**src/rtl/hwag_capture_multi.sv**
```systemverilog
// Multi-channel input capture: each pin is synchronised, glitch-filtered and
// edge-detected, and every selected edge latches the shared free-running timestamp.
module hwag_capture_multi #(
  parameter int CH = 2,
  parameter int FW = 4,
  parameter int TW = 24
) (
  input  logic             clk,
  input  logic             rst,
  input  logic             ena,
  input  logic [CH-1:0]    d,
  input  logic [CH*FW-1:0] flt_val,
  input  logic [2*CH-1:0]  mode,
  input  logic [CH-1:0]    ack,
  output logic [CH-1:0]    filtered,
  output logic [CH-1:0]    edge_p,
  output logic [TW-1:0]    tstamp,
  output logic [CH*TW-1:0] cap_ts,
  output logic [CH-1:0]    cap_valid,
  output logic [CH-1:0]    cap_ovf
);

  always_ff @(posedge clk or negedge rst) begin
    if (!rst) begin
      tstamp <= '0;
    end else if (ena) begin
      tstamp <= tstamp + 1'b1;
    end
  end

  for (genvar i = 0; i < CH; i++) begin : g_ch
    logic          s1;
    logic          s2;
    logic          filt;
    logic          filt_d;
    logic          pulse;
    logic          valid;
    logic          ovf;
    logic [FW-1:0] cnt;
    logic [TW-1:0] ts;
    logic [FW-1:0] limit;
    logic [1:0]    md;
    logic          det;

    assign limit = flt_val[i*FW +: FW];
    assign md    = mode[2*i +: 2];
    // det already carries ena, so a frozen channel can neither pulse nor capture
    assign det   = ena & ((filt & ~filt_d & md[0]) | (~filt & filt_d & md[1]));

    // The counter wraps when a lowered limit is already behind it
    always_ff @(posedge clk or negedge rst) begin
      if (!rst) begin
        s1     <= 1'b0;
        s2     <= 1'b0;
        filt   <= 1'b0;
        filt_d <= 1'b0;
        cnt    <= '0;
      end else if (ena) begin
        s1     <= d[i];
        s2     <= s1;
        filt_d <= filt;
        if (s2 == filt) begin
          cnt <= '0;
        end else if (cnt == limit) begin
          filt <= s2;
          cnt  <= '0;
        end else begin
          cnt <= cnt + 1'b1;
        end
      end
    end

    always_ff @(posedge clk or negedge rst) begin
      if (!rst) begin
        pulse <= 1'b0;
      end else begin
        pulse <= det;
      end
    end

    // A capture coinciding with ack re-arms valid but acknowledges the old event
    always_ff @(posedge clk or negedge rst) begin
      if (!rst) begin
        ts    <= '0;
        valid <= 1'b0;
        ovf   <= 1'b0;
      end else if (det) begin
        ts    <= tstamp;
        valid <= 1'b1;
        if (ack[i]) begin
          ovf <= 1'b0;
        end else if (valid) begin
          ovf <= 1'b1;
        end
      end else if (ack[i]) begin
        valid <= 1'b0;
        ovf   <= 1'b0;
      end
    end

    assign filtered[i]          = filt;
    assign edge_p[i]            = pulse & ena;
    assign cap_ts[i*TW +: TW]   = ts;
    assign cap_valid[i]         = valid;
    assign cap_ovf[i]           = ovf;
  end

endmodule

```
**config.mk**
```make
export PLATFORM = sky130hd
export DESIGN_NAME = hwag_capture_multi
export DESIGN_NICKNAME = d
export VERILOG_FILES = /design/src/rtl/hwag_capture_multi.sv
export SDC_FILE = /design/constraint.sdc
export NUM_CORES = 1
export LEC_CHECK = 0
export CORE_ASPECT_RATIO = 0.75
export CORE_MARGIN = 2
export CORE_UTILIZATION = 50
export DETAILED_ROUTE_END_ITERATION = 8
export PLACE_DENSITY = 0.81
export SLEW_MARGIN = 10
export SYNTH_ARGS = -nofsm -noshare
export SYNTH_HDL_FRONTEND = slang
export SYNTH_SLANG_ARGS = --single-unit
export TNS_END_PERCENT = 5
```
**constraint.sdc**
```tcl
create_clock -name clk -period 2.5 [get_ports clk]
set_clock_uncertainty 0.1 [all_clocks]
set_input_delay 0.75 -clock clk [delete_from_list [all_inputs] [get_ports clk]]
set_output_delay 0.75 -clock clk [all_outputs]
set_load 0.05 [all_outputs]
```
=== Word level (Yosys, flattened, before mapping) ===
Index checks and enable logic that the tools add are counted.

* Add/sub/neg operators: 3
* Equal/unequal tests: 4
* Muxes and demuxes: 14
* Bitwise operators: 20
* Reductions and logical operators: 8

{| class="wikitable"
|+ Operator list
! cell !! number
|-
| $add A24 B1 Y24 const B || 1
|-
| $mux W4 || 4
|-
| $and A1 B1 Y1 || 12
|-
| $mux W1 || 10
|-
| $add A4 B1 Y4 const B || 2
|-
| $eq A4 B4 Y1 || 2
|-
| $reduce_bool A2 Y1 || 4
|-
| $not A1 Y1 || 6
|-
| $reduce_and A3 Y1 || 2
|-
| $reduce_and A2 Y1 || 2
|-
| $eq A1 B1 Y1 || 2
|-
| $or A1 B1 Y1 || 2
|}

* Flip-flop bits (word level): 94
* Bits of input ports: 19
* Output and inout bits: 80
* Logic and storage cells: 68

=== Logic depth before layout (Yosys ltp) ===
Gate-level depths: netlist of the first run.

* Word-level depth: 7
* Gate-level depth with buffers: 7
* Depth with buffers taken out: 5

=== Worst setup path after synthesis of the first run ===
Ideal clock, no wire load.

* Kind: input to output
* Start point: input port ena
* End point: output port edge_p[0]
* Arrival time: 1674 ps
* Data required time: 1650 ps
* Slack: -24 ps
* Stages: 3
* Buffers on the path: 2
* Cell sequence: clkbuf_1 buf_2 and2_1

* Word-level cells in the longest chain between the ends: 1

{| class="wikitable"
|+ RTL lines
! element !! line !! RTL
|-
| from (decl) || 10 || <nowiki>input logic ena,</nowiki>
|-
| $and A1 B1 Y1 || 102 || <nowiki>assign edge_p[i] = pulse & ena;</nowiki>
|-
| to (decl) || 16 || <nowiki>output logic [CH-1:0] edge_p,</nowiki>
|}

No other way between the ends.

=== Worst setup path in the final report of the first run ===
* Start point: register g_ch[0].ts[11]
* End point: output port cap_ts[11]

{| class="wikitable"
|+ RTL lines
! element !! line !! RTL
|-
| from (decl) || 40 || <nowiki>logic [TW-1:0] ts;</nowiki>
|-
| from (signal assigned) || 88 || <nowiki>ts <= tstamp;</nowiki>
|-
| to (decl) || 18 || <nowiki>output logic [CH*TW-1:0] cap_ts,</nowiki>
|}

No word-level cell between the ends.

==> results.md, run 1 <==
- Outcome: finished clean
- DRT Wirelength: ~9 mm
- Io pins: 99
- Crit-path cells: clkdlybuf4s50_1
- Largest regs: g_ch.ts x48, tstamp x24, g_ch.cnt x8
- Flops & latches, synth: 94
- Worst-Skew Late Latency: 0.35 ns
- Reg-to-Reg End: g_ch[0].cnt[2]
- Layout net count: 508
- Placer Congestion: 0.788
- Slowest stage delay, CP: 0.85 ns
- Cts hold-fix bufs: 0
- R2r setup slk: 0.77 ns
- Initial antenna violation count: 0
- Final setup viols: 0
- Reg2Reg Depth: 4
- Full die area: 0.00876 mm2
- Non-filler cells in the finished layout: 595
- Clock sink count: 94
- Post_cts resized: 8
- H-tree depth: 3
- Fmax: 415 MHz
- Share of cells above drive strength 1: 15.7%
- CTS tree: built
- Critical setup path kind: register to primary output
- Post-Syn Nets: 406
- Post-DP HPWL: 6.61 mm
- Crit end category: primary output
- Width of the die: 107 um
- Clock Tree Buf Depth: 2
- Total number of vias: roughly 3000
- Post-Syn Area: 0.00401 mm2
- First-pass DRT Iterations: 4
- Worst-path clk slew: around 0.090 ns
- Post-synth cell types: 35
- Max Fanout on Critical Path: 2
- Antenna violation net count after detailed routing: 0
- Number of vias per cell: 5.09
- Hold WS: 0.129 ns
- FF/Latch Area: 0.00235 mm2
- Dpl ws: -0.00909 ns
- Worst Tran Pin Value: 0.558 ns
- Total congestion overflow: 0
- Leak Pwr: 2.68 nW
- Height of the chip: 81.6 um
- Placed cells: 580
- Root buf cell: clkbuf_8
- Data required time of the critical path: 1.65 ns
- PD cells: 939 mW/mm2
- Crit path buf inv count: 1
- CP max-delay cell: clkdlybuf4s50_1
- Number of global-route vias before repair: about 3000
- DRC Markers: 0
- Gr usage total: around 23%
- RSZ-0062 raised after global routing: no
- Final slew viol count: 0
- Yosys warning count: 0
- Launching point of the worst reg2reg path: g_ch[0].cnt[1]
- Inserted Clock Buffers: 9
- Cells after Synth: 384
- Largest register FFs: 48
- Max-cap violations: 0
- Slew HR: roughly 63%
- Final period util: 96.3%
- Min-delay worst type: input pin to async pin
- VDD IR-drop max: 0.572 mV
- Synth-to-layout area growth: 33.5%
- Arrival @ worst endpoint: 1.56 ns
- Post-synthesis sequential area ratio: 58.6%
- Row count: 28
- Mean post-synth cell area: 10.4 um2
- Wirelength per Cell: 15.4 um
- Filler instances: 646
- Initial Utilization: between 50% and 60%
- N_diodes: 0
- Type of origin of the critical path: register
- Multi-input gate area: 0.00150 mm2
- Min Tclk post-route: ~2.4 ns
- Crit path max-delay family: buffers and inverters
- Setup Fix Bufs, Post-CTS: 0
- Buffers on Ports: 98
- Final hold violation count: 0
- First-pass GRT wire length: roughly 15 mm
- Core Region: 0.00785 mm2
- Post-route worst setup slack: 0.0925 ns
- Top reg by flops: g_ch.ts
- Largest net degree at the start of global routing: between 50 and 60
- Starting DRT DRC Count: about 130
[how the worst max path moves through the flow]
stage / from / endpoint / slack, ns / cells past startpoint
after floorplan: ena / edge_p[1] / -0.02 / 3
after global placement: ena / edge_p[0] / -0.02 / 3
after detailed placement: ena / g_ch[0].ts[2] / -0.009 / 7
after CTS: g_ch[0].filt / filtered[0] / 0.002 / 1
after global routing: g_ch[1].ts[5] / cap_ts[29] / 0.03 / 1
final: g_ch[0].ts[11] / cap_ts[11] / 0.09 / 1
[stage by stage]
step                      cell area, um2  TNS (ns)  total power [mW]  util (%)
after floorplan                     4010   -0.0244              3.38         -
after global placement              5160   -0.0335              4.00      65.7
after detailed placement            5160   -0.0258              4.07      65.7
after CTS                           5350         0              5.07      68.1
after global routing                5360         0              5.30      68.2
final                               5360         0              5.03      68.2
[cell type report]
class	instances	share of cell area (%)
clock inverter	3	0.818
tap	105	2.45
inverter	11	0.771
multi-input combinational	257	27.9
timing repair buffer	113	21.2
sequential	94	43.9
clock buffer	12	2.90
[logic make-up after synthesis]
logic type / synth area share (%)
AND/OR/NAND/NOR: 21.1
multiplexers: 4.21
AO/OA/AOI/OAI: 3.80
buffers and inverters: 4.15
XOR/XNOR: 7.20
adder cells (fa/ha/maj): 0.936
flip-flops: 58.6
[Yosys cell counts]
cell / n / share of area (%)
a21bo_2: 2 / 0.50
a21o_1: 2 / 0.37
a21oi_1: 4 / 0.50
and2_1: 2 / 0.31
and3_1: 2 / 0.31
and3_2: 1 / 0.19
buf_1: 2 / 0.19
buf_2: 10 / 1.2
buf_4: 6 / 1.1
clkbuf_1: 2 / 0.19
clkbuf_2: 1 / 0.12
clkdlybuf4s18_2: 1 / 0.25
dfrtp_1: 94 / 59
ha_1: 3 / 0.94
inv_1: 9 / 0.84
inv_2: 2 / 0.19
mux2_2: 15 / 4.2
nand2_1: 137 / 13
nand3_1: 10 / 1.2
nand3b_1: 6 / 1.1
nand4_1: 7 / 1.1
nand4_2: 1 / 0.31
nand4_4: 2 / 1.1
nor2_1: 5 / 0.47
nor2_2: 2 / 0.31
nor3_1: 3 / 0.37
nor3_2: 1 / 0.25
nor3b_1: 2 / 0.37
nor4_1: 2 / 0.31
nor4_4: 1 / 0.53
o21ai_0: 8 / 1.0
o22ai_1: 4 / 0.62
o41ai_2: 2 / 0.81
xnor2_1: 19 / 4.1
xor2_1: 14 / 3.1
[where the power goes]
| group | switching (mW) | internal [mW] | leakage, nW |
|---|---|---|---|
| Sequential | 0.303 | 1.79 | 1.25 |
| Combinational | 1.24 | 0.691 | 1.33 |
| Clock | 0.494 | 0.512 | 0.102 |
| Total | 2.03 | 2.99 | 2.68 |
[routing by layer]
metal	routed length, um	part of all wire (%)	up-vias	GRT usage (%)
li1	-	-	1440	-
met1	4260	46	1482	30.9
met2	4300	47	99	37.0
met3	571	6.2	8	6.59
met4	62	0.68	0	3.46
met5	0	0	-	0
[cells in the final DEF (no fill, tap or decap), types with 3 or more instances in the layout]
cell type	instances
dfrtp_1	94
nand3_1	10
mux2_2	15
clkbuf_8	11
xor2_1	14
inv_1	9
buf_12	7
nand4_1	7
nand2_1	137
nor3_1	3
nor2_1	5
buf_4	26
dlygate4sd2_1	8
ha_1	3
nand3b_1	6
xnor2_1	19
o21ai_0	8
a21oi_1	4
o22ai_1	4
dlymetal6s2s_1	4
clkdlybuf4s50_1	68
Power figures use the tool's default switching activity.
==> inputs of run 2 (changes only) <==
--- a/config.mk
+++ b/config.mk
@@ -6,7 +6,7 @@
 export NUM_CORES = 1
 export LEC_CHECK = 0
 export CORE_ASPECT_RATIO = 0.75
-export CORE_MARGIN = 2
+export CORE_MARGIN = 5
 export CORE_UTILIZATION = 50
 export DETAILED_ROUTE_END_ITERATION = 8
 export PLACE_DENSITY = 0.81
==> results.md, run 2 (same netlist as run 1, synthesis figures left out) <==
- Final period util: between 90% and 100%
- Final setup viols: 0
- Outcome: finished clean
- Io pins: 99
- Width of the die: 113 um
- Placer Congestion: 0.822
- Initial antenna violation count: 0
- Synth-to-layout area growth: 34.0%
- Fin Setup TNS: 0 ns
- Worst-path clk slew: 0.09 ns
- Crit path max-delay family: buffers and inverters
- Slew HR: 63.5%
- Starting DRT DRC Count: 142
- Dpl ws: -0.126 ns
- DRC Markers: 0
- Wirelength per Cell: 15.2 um
- Min Tclk post-route: around 2.4 ns
- First-pass GRT wire length: 15.8 mm
- Clock Tree Buf Depth: 2
- Crit end category: primary output
- PD cells: 920 mW/mm2
- Data required time of the critical path: 1.65 ns
- VDD IR-drop max: 0.723 mV
- Arrival @ worst endpoint: between 1.5 and 2 ns
- Largest net degree at the start of global routing: 44
- Worst-Skew Late Latency: 0.35 ns
- Levels on crit path: 1
- Final slew viol count: 0
- Met2 Resource Use GR: 32.7%
- Inserted Clock Buffers: 9
- Placed cells: 586
- Max Fanout on Critical Path: 2
- Largest register FFs: 48
- Full die area: 0.00994 mm2
- Leak Pwr: 2.68 nW
- Reg2Reg Depth: 4
- Buffers on Ports: 98
- Crit-path cells: clkdlybuf4s50_1
- Gr usage total: around a fifth
- Total congestion overflow: 0
- Reg-to-Reg End: g_ch[1].cnt[2]
- First-pass DRT Iterations: 4
- Post-route worst setup slack: 0.103 ns
- Largest regs: g_ch.ts x48, tstamp x24, g_ch.cnt x8
- Core Region: 0.00785 mm2
- RSZ-0062 raised after global routing: no
- R2r setup slk: 0.78 ns
- Number of global-route vias before repair: between 3000 and 4000
- Fmax: 417 MHz
- Grt met3 use: 7.39%
- Max-cap violations: 0
- Initial Utilization: slightly above 50%
- Height of the chip: ~88 um
- Number of vias per cell: 4.98
- Clock sink count: 94
- CTS tree: built
- N_diodes: 0
- Antenna violation net count after detailed routing: 0
- Worst Tran Pin Value: 0.548 ns
- Commonest non-fill, non-tap cell in the layout: nand2_1
- Launching point of the worst reg2reg path: g_ch[1].cnt[1]
- Met1 usage: a little over a quarter
- Critical setup path kind: register to primary output
- Layout Utilization: between 60% and 70%
- Min-delay worst type: input pin to async pin
- CP max-delay cell: clkdlybuf4s50_1
- Row count: 28
- Crit path buf inv count: 1
- Total number of vias: 2994
- Type of origin of the critical path: register
- Share of cells above drive strength 1: 17.1%
- Total Power: 4.95 mW
- Post-DP HPWL: 6.98 mm
- Most frequent cells in the layout: nand2_1 (137), dfrtp_1 (94), clkdlybuf4s50_1 (71)
- Top reg by flops: g_ch.ts
- Worst Setup EP: cap_ts[27]
- Gr busiest metal: met2
- Final hold violation count: 0
- Slowest stage delay, CP: 0.81 ns
- Critical Path Start: g_ch[1].ts[3]
- H-tree depth: 3
- Non-filler cells in the finished layout: 601
- DRT Wirelength: between 9 and 10 mm
- Root buf cell: clkbuf_8
- Layout net count: 514
## run 2: how the worst min path moves through the flow
stage,end,slack [ns]
finish,g_ch[1].ts[7],0.28
global route,g_ch[1].ts[7],0.29
CTS,g_ch[1].ts[7],0.28
detailed placement,g_ch[0].ts[14],0.36
global placement,g_ch[0].ts[1],0.36
floorplan,g_ch[0].cnt[0],0.35
## run 2: final cells by class
cell class                 count  area (um2)
inverter                      11        41.3
clock inverter                 2        16.3
fill                         633        2470
timing repair buffer         119        1170
clock buffer                  13         169
tap                          105         131
sequential                    94        2350
multi-input combinational    257        1500
## run 2: through the flow
stage	cell area [um2]	hold WS [ns]
after floorplan	4010	0.354
after global placement	5180	0.358
after detailed placement	5180	0.361
after CTS	5370	0.280
after global routing	5380	0.291
final	5380	0.277
## run 2: power breakdown
| part | total [mW] | leakage (nW) | switching [mW] | internal, mW |
|---|---|---|---|---|
| logic | 1.94 | 1.33 | 1.23 | 0.701 |
| clock network | 0.921 | 0.0917 | 0.481 | 0.440 |
| registers | 2.09 | 1.25 | 0.299 | 1.79 |
| total | 4.95 | 2.68 | 2.01 | 2.93 |
## run 2: per-layer routing
| layer | part of all wire (%) | up-vias |
|---|---|---|
| li1 | - | 1456 |
| met1 | 45 | 1448 |
| met2 | 47 | 82 |
| met3 | 7.8 | 8 |
| met4 | 0.55 | 0 |
| met5 | 0 | - |
## run 2: repair_timing
item,4_1_cts,5_1_grt
resized for setup,3,4
setup endpoints to repair,4,4
hold buffers,0,0
cloned,0,0
buffers inserted,0,0
==> inputs of run 3 (changes only) <==
--- a/config.mk
+++ b/config.mk
@@ -9,9 +9,9 @@
 export CORE_MARGIN = 5
 export CORE_UTILIZATION = 50
 export DETAILED_ROUTE_END_ITERATION = 8
-export PLACE_DENSITY = 0.81
+export PLACE_DENSITY = 0.88
 export SLEW_MARGIN = 10
 export SYNTH_ARGS = -nofsm -noshare
 export SYNTH_HDL_FRONTEND = slang
 export SYNTH_SLANG_ARGS = --single-unit
-export TNS_END_PERCENT = 5
+export TNS_END_PERCENT = 50
==> results.md, run 3 (same netlist as run 1, synthesis figures left out) <==
- Outcome: finished clean
- Total congestion overflow: 0
- Dpl ws: -0.116 ns
- Launching point of the worst reg2reg path: g_ch[0].cnt[1]
- Width of the die: about 110 um
- Core Region: about 0.0078 mm2
- Top reg by flops: g_ch.ts
- Cts hold-fix bufs: 0
- Largest net degree at the start of global routing: 42
- FF/Latch Area: about 0.0024 mm2
- Final slew viol count: 0
- N_diodes: 0
- Buffers on Ports: 98
- First-pass GRT wire length: 16.2 mm
- DRT Wirelength: just under 10 mm
- Gr busiest metal: met2
- Total number of vias: 3068
- Critical setup path kind: register to primary output
- Antenna violation net count after detailed routing: 0
- Met1 usage: 28.4%
- Post-DP HPWL: 7.21 mm
- Share of cells above drive strength 1: 17.5%
- Root buf cell: clkbuf_8
- Clock sink count: between 90 and 100
- RSZ-0062 raised after global routing: no
- DRC Markers: 0
- Type of origin of the critical path: register
- Leak Pwr: 2.67 nW
- Commonest non-fill, non-tap cell in the layout: nand2_1
- Arrival @ worst endpoint: 1.57 ns
- Min-delay worst type: input pin to async pin
- Max Fanout on Critical Path: 2
- Grt met3 use: 7.60%
- Height of the chip: 87.6 um
- Initial antenna violation count: 0
- Multi-input gate area: roughly 0.0015 mm2
- Critical Path Start: g_ch[0].ts[11]
- CTS tree: built
- Fin Setup TNS: 0 ns
- Filler instances: just over 600
- Synth-to-layout area growth: 33.7%
- Initial Utilization: about half
- H-tree depth: 3
- First-pass DRT Iterations: 4
- Max-cap violations: 0
- Final period util: a little over nine tenths
- Final hold violation count: 0
- Worst-Skew Late Latency: 0.36 ns
- Number of global-route vias before repair: 3205
- Crit path buf inv count: 1
- Worst-path clk slew: 0.08 ns
- Data required time of the critical path: 1.65 ns
- Crit path max-delay family: buffers and inverters
- CP max-delay cell: clkdlybuf4s50_1
- Io pins: between 90 and 100
- Slew HR: 63.5%
- Layout net count: 514
- Gr usage total: 20.8%
- Fmax: 414 MHz
- Met2 Resource Use GR: between 30% and 40%
- VDD IR-drop max: 0.551 mV
- Clock Tree Buf Depth: 2
- PD cells: 937 mW/mm2
- Final setup viols: 0
- Full die area: ~0.0099 mm2
- Worst Tran Pin Value: 0.546 ns
- Starting DRT DRC Count: 119
- Slowest stage delay, CP: 0.84 ns
- Crit-path cells: clkdlybuf4s50_1
- Post-route worst setup slack: 0.0846 ns
- Wirelength per Cell: 16.0 um
- Number of vias per cell: roughly 5.1
- Min Tclk post-route: 2.42 ns
- Largest register FFs: 48
- Placer Congestion: 0.824
- Inserted Clock Buffers: 9
- Row count: 28
- Total Power: 5.03 mW
- Crit end category: primary output
- Largest regs: g_ch.ts x48, tstamp x24, g_ch.cnt x8
- Most frequent cells in the layout: nand2_1 (137), dfrtp_1 (94), clkdlybuf4s50_1 (68)
run 3: repair_timing:
item | in CTS | in global routing
resized for setup | 6 | 2
buffers inserted | 0 | 0
endpoints found under the setup margin | 7 | 2
run 3: path summary, 6_finish.rpt:
| check | to | slack, ns | depth (start not counted) |
|---|---|---|---|
| min in group clk | g_ch[0].ts[12] | 0.38 | 2 |
| setup / recovery | cap_ts[11] | 0.08 | 1 |
| hold / removal | g_ch[1].ts[23] | 0.19 | 1 |
| max in group asynchronous | g_ch[0].cnt[1] | 1.56 | 2 |
| setup reg to reg | g_ch[0].cnt[2] | 0.78 | 4 |
| hold reg to reg | g_ch[0].ts[12] | 0.38 | 2 |
run 3: area by class of cell:
class / count / share of cell area [%]
clock buffer: 13 / 2.96
sequential: 94 / 43.8
tap: 105 / 2.45
inverter: 11 / 0.770
timing repair buffer: 119 / 21.3
clock inverter: 3 / 0.793
multi-input combinational: 257 / 27.9
run 3: metrics by stage:
step                hold WS (ns)  util [%]  cells  cell area [um2]
finish                     0.194      68.4    602             5370
global placement           0.358      65.8    586             5170
CTS                        0.198      68.3    602             5360
floorplan                  0.354         -    384             4010
detailed placement         0.362      65.8    586             5170
global route               0.210      68.4    602             5370
run 3: metal layers:
| layer | part of all wire (%) | wire length (um) |
|---|---|---|
| met1 | 44 | 4230 |
| met2 | 48 | 4620 |
| met3 | 7.7 | 748 |
| met4 | 0.57 | 55 |
| met5 | 0 | 0 |
run 3: power breakdown:
part / internal [mW] / total, mW / switching, mW
Combinational: 0.681 / 1.92 / 1.24
Clock: 0.516 / 1.01 / 0.497
Sequential: 1.79 / 2.10 / 0.308
